### src/rtl/freq_div.sv
// freq_div: integer clock divider.
//   N = CLK_FREQ_HZ / OUT_FREQ_HZ (floor). clk_out has a period of exactly N
//   clk cycles: high for ceil(N/2) cycles, then low for floor(N/2) cycles.
//   After reset release, clk_out rises on the first active clk edge.
// Optional feature macro: FREQ_DIV_TICK_EN adds the 'tick' output. tick is a
//   one-cycle pulse that coincides with every clk_out rising edge.
// Reset: asynchronous, active-low (rst_n). It clears the counter and all outputs.
`timescale 1ns/1ps

module freq_div #(
  parameter int CLK_FREQ_HZ = 27_000_000,
  parameter int OUT_FREQ_HZ = 1_000
) (
  input  logic clk,
  input  logic rst_n,
  output logic clk_out
`ifdef FREQ_DIV_TICK_EN
  ,
  output logic tick
`endif
);

  // Division ratio. The guard keeps elaboration from dividing by zero, so
  // that the range check below can report the error.
  localparam int N    = (OUT_FREQ_HZ == 0) ? 0 : (CLK_FREQ_HZ / OUT_FREQ_HZ);
  localparam int HIGH = N - (N / 2);
  localparam int CW   = (N < 2) ? 1 : $clog2(N);

  localparam logic [CW-1:0] CNT_LAST = CW'(N - 1);
  localparam logic [CW-1:0] CNT_HIGH = CW'(HIGH);

  // Reject ratios that cannot produce a toggling output.
  generate
    if ((N < 2) || (OUT_FREQ_HZ == 0)) begin : g_bad_ratio
      $error("freq_div: division ratio N=%0d is invalid (needs N >= 2 and OUT_FREQ_HZ > 0)", N);
    end
  endgenerate

  // cnt is the position within the output period. clk_out and tick are
  // registered from the current cnt, so they show the phase that cnt held
  // one cycle earlier. Reset leaves cnt at 0, so the first edge after
  // release loads position 0 into clk_out. That makes the first rising edge
  // land on that clk edge, and the following full high phase is intact.
  logic [CW-1:0] cnt;

  // Period counter: counts 0..N-1, then wraps to 0 with no extra cycle.
  always_ff @(posedge clk or negedge rst_n) begin
    if (!rst_n) begin
      cnt <= '0;
    end else if (cnt == CNT_LAST) begin
      cnt <= '0;
    end else begin
      cnt <= cnt + CW'(1);
    end
  end

  // Divided clock, driven straight from a flop: high for the first ceil(N/2) positions.
  always_ff @(posedge clk or negedge rst_n) begin
    if (!rst_n) begin
      clk_out <= 1'b0;
    end else begin
      clk_out <= (cnt < CNT_HIGH);
    end
  end

`ifdef FREQ_DIV_TICK_EN
  // Period pulse, aligned with the clk_out rise (position 0).
  always_ff @(posedge clk or negedge rst_n) begin
    if (!rst_n) begin
      tick <= 1'b0;
    end else begin
      tick <= (cnt == '0);
    end
  end
`endif

endmodule

### config.mk
export PLATFORM = sky130hd
export DESIGN_NAME = freq_div
export DESIGN_NICKNAME = d
export VERILOG_FILES = /design/src/rtl/freq_div.sv
export SDC_FILE = /design/constraint.sdc
export NUM_CORES = 1
export LEC_CHECK = 0
export ABC_CLOCK_PERIOD_IN_PS = 2300
export CAP_MARGIN = 20
export CORE_MARGIN = 2
export CORE_UTILIZATION = 57
export CTS_CLUSTER_SIZE = 28
export DETAILED_ROUTE_END_ITERATION = 16
export PLACE_DENSITY = 0.75
export SLEW_MARGIN = 30
export SYNTH_ARGS = -nofsm -noshare
export SYNTH_HDL_FRONTEND = slang
export SYNTH_SLANG_ARGS = --single-unit
export TNS_END_PERCENT = 10
### constraint.sdc
create_clock -name clk -period 2.3 [get_ports clk]
set_clock_uncertainty 0.05 [all_clocks]
set_input_delay 0.345 -clock clk [delete_from_list [all_inputs] [get_ports clk]]
set_output_delay 0.345 -clock clk [all_outputs]
set_load 0.1 [all_outputs]
### Yosys cells after proc, flatten, opt, wreduce, memory -nomap -nowiden

Cells that the tools add are included.

| word-level totals | value |
|---|---|
| bits in registers | 16 |

| cells by class | value |
|---|---|
| magnitude comparators | 1 |
| muxes and demuxes | 1 |
| equal/unequal tests | 1 |
| $add $sub $neg | 1 |

Operators by type and width:

| operator | count |
|---|---|
| adder 15 x 1 -> 15 bit (second input constant) | 1 |
| equality test 15 bit (second input constant) | 1 |
| < comparator 15 x 14 -> 1 bit (second input constant) | 1 |
| two-way mux 15 bit | 1 |

### Logic depth before layout (Yosys ltp)

| depth | value |
|---|---|
| word-level depth | 2 |
| mapped depth | 4 |
| mapped depth without buffers | 4 |

### Worst setup path before layout

Ideal clock, no wire load.

| timing path | value |
|---|---|
| path type | register to register |
| start point | register cnt[7] |
| end point | register cnt[14] |
| path buffers | 0 |
| required time | 2.129 ns |
| slack | 0.522 ns |
| arrival | 1.608 ns |
| stages on the path, launching flop included | 4 |
| clock period less this slack | 1.778 ns |
| cell sequence | dfrtp_1 > or4b_1 > nor4_4 > and4b_1 |

| between the ends | value |
|---|---|
| cells in the longest elaborated chain, start to end | 2 |
| elaborated cells between the ends (all ways) | 3 |
| classes of those cells | 1 x add/sub; 1 x eq/ne; 1 x mux |

RTL lines:

| item | RTL line | text |
|---|---|---|
| from (decl) | 44 | `logic [CW-1:0] cnt;` |
| from (signal assigned) | 53 | `cnt <= cnt + CW'(1);` |
| adder 15 x 1 -> 15 bit / equality test 15 bit (equally long branches) | 53, 50 |  |
| two-way mux 15 bit (*) | 50 | `end else if (cnt == CNT_LAST) begin` |

Mark *: on every way between the ends. The rest lies on a longest branch, timed or not.

### Final worst setup path

| timing path | value |
|---|---|
| start point | register cnt[7] |
| end point | register cnt[5] |

| between the ends | value |
|---|---|
| cells in the longest elaborated chain, start to end | 2 |

RTL lines:

| item | RTL line |
|---|---|
| equality test 15 bit | 50 |
| two-way mux 15 bit | 50 |

No other way between the ends.

==> run summary <==
worst path arrival time: 1.89 ns
PortBufs: 2
Post-synth EDFFs: 0
largest net degree at the start of global routing: 17
Die Width: 42.4 um
Vias: 669
DR pass1 iterations: 4
FF-to-FF End: cnt[5]
crit path max fanout: 6
DR top layer: met4
RSZ-0062 raised after global routing: no
Area Growth Syn to Fin: 5.50%
post-layout minimum cycle time: 1.78 ns
Seq cells post-synth: 16
DRT Wirelength: 1.54 mm
status: complete, no violations
RePlAce Congestion: 0.889
Pwr Density: 478 nW/um2
max cap viols: 0
Die Ht: 42.4 um
Peak Freq: 562 MHz
H-tree depth: 1
DR WL met3: 74 um
Slew headroom: 55.4%
Hold WC Path Type: primary input to asynchronous set/reset pin
syn_area_per_cell: 9.91 um2
r2r startpoint: cnt[7]
dpl hpwl: 1.11 mm
crit path kind: register to register
Ys Warns: 0
Critical Path Start Type: register
starting utilization of the core area: 63.1%
Post-Route M1 WL: 756 um
met2 routed WL: 695 um
utilization after layout: 66.6%
site row count: 13
Lkg Pwr: 0.352 nW
DRC: 0
initial DRC count: 19
sequential fraction of the synthesis area: 47.5%
number of CTS-inserted buffers: 3
hold buffer count at CTS: 0
r2r setup slk: 0.52 ns
fraction of layout cells with a size suffix above 1: 8.05%
Clk Latency, worst-skew pair: 0.27 ns
fraction of the cycle the final worst path needs: 77.3%
post-layout net count: 92
DR WL/cell: 15.1 um
final slew viol count: 0
vias in the first global route: 602
# setup viols final: 0
CTS tree: yes
overflow left after global routing: 0
final hold viol count: 0
core area: 1330 um2
post-synthesis cell count: 85
Routed Antenna Nets: 0
Synth Flop Type: dfrtp_1
Vias/cell: 6.56
Root Buffer Master: clkbuf_4
mapped cell area: 842 um2
Req. time, crit path: 2.41 ns
crit path capture type: register
initial antenna violation count: 0
postcts setup bufs: 0
maximum VDD drop: 0.360 mV
Worst-path clk slew: 0.08 ns
die area: 1800 um2
GRT Total Usage: 20.5%
R2R depth: 4
post-cts sizing count: 0
Ant. Diodes: 0
Boundary Pins: 3
ys async rst share: 100%
Setup TNS: 0 ns
syn_nets: 88
Max clock buf depth: 2
actual slew at the worst max-slew pin: 0.666 ns
Clock Sinks: 16
global-route wire length before repair: 2.80 mm
Yosys cell types: 30
[power by group]
part | internal, W | switching, W
clock | 0.0000607 | 0.0000767
sequential | 0.000281 | 0
combinational | 0.00000149 | 0.00000490
[synth_stat cells (2+ instances only)]
library cell / number / area share [%]
o21bai_1: 2 / 1.8
nand2_1: 4 / 1.8
nor2_1: 4 / 1.8
xor2_1: 5 / 5.2
inv_1: 2 / 0.89
nor4_1: 4 / 3.0
xnor2_1: 2 / 2.1
nand4_1: 7 / 5.2
or3_1: 4 / 3.0
nand3_1: 5 / 3.0
o21ai_0: 4 / 2.4
clkbuf_1: 2 / 0.89
nor3_1: 3 / 1.8
a21oi_1: 6 / 3.6
dfrtp_1: 16 / 48
[worst max path at each step]
stage	depth (start not counted)	end	slack, ns	start
floorplan	3	cnt[14]	0.52	cnt[7]
global placement	4	cnt[5]	0.55	cnt[7]
detailed placement	4	cnt[0]	0.53	cnt[7]
CTS	4	cnt[0]	0.53	cnt[7]
global route	5	cnt[6]	0.41	cnt[0]
finish	4	cnt[5]	0.52	cnt[7]
[state kept, by name, indices dropped and copies added (netlist names)]
register and count:
cnt 15, clk_out 1
[per-layer routing]
layer	global-route usage [%]	vias to the layer above
li1	-	327
met3	2.59	2
met1	30.9	314
met4	9.38	0
met5	0	-
met2	29.2	26
[layout by cell type (no fill, tap or decap)]
cell type        count
a211oi_1             1
a21oi_1              6
a31oi_1              1
and3_1               1
and4_1               1
and4_2               1
and4b_1              1
buf_4                2
clkbuf_4             3
clkdlybuf4s50_1      1
dfrtp_1             16
ha_1                 1
inv_1                2
nand2_1              4
nand2b_1             1
nand3_1              5
nand4_1              7
nor2_1               4
nor2b_1              1
nor3_1               3
nor4_1               4
nor4_4               1
o21ai_0              4
o21bai_1             2
or3_1                4
or4_1                1
or4b_1               1
or4bb_1              1
xnor2_1              2
xor2_1               5
[area by class of cell]
cell class,count,area [um2]
timing repair buffer,3,25.0
multi-input combinational,63,414
tap,15,18.8
inverter,2,7.51
clock buffer,3,22.5
sequential,16,400
fill,108,445
[cells by family (layout without fill, tap and decap cells)]
family | Yosys count | after routing | synth area share [%]
AND/OR/NAND/NOR | 41 | 41 | 31.1
flip-flops | 16 | 16 | 47.5
AO/OA/AOI/OAI | 14 | 14 | 9.36
XOR/XNOR | 7 | 7 | 7.28
buffers and inverters | 6 | 8 | 3.27
adder cells (fa/ha/maj) | 1 | 1 | 1.49
[worst max-delay path, stage by stage, from the launching register on]
cell     delay (ns)
dfrtp_1        0.44
or4b_1         0.58
nor4_4         0.33
buf_4          0.21
a21oi_1        0.04
[stage by stage]
stage          cell area [um2]  hold WS, ns  std cells  setup WS (ns)  total power [W]
3_3_place_gp               866        0.449         99          0.551         0.000293
4_1_cts                    888        0.440        102          0.527         0.000432
5_1_grt                    888        0.497        102          0.406         0.000443
6_report                   888        0.421        102          0.522         0.000425
3_5_place_dp               866        0.440         99          0.534         0.000294
2_1_floorplan              842    -0.000591         85          0.522         0.000287
No activity file was read; power rests on OpenSTA's default activity.
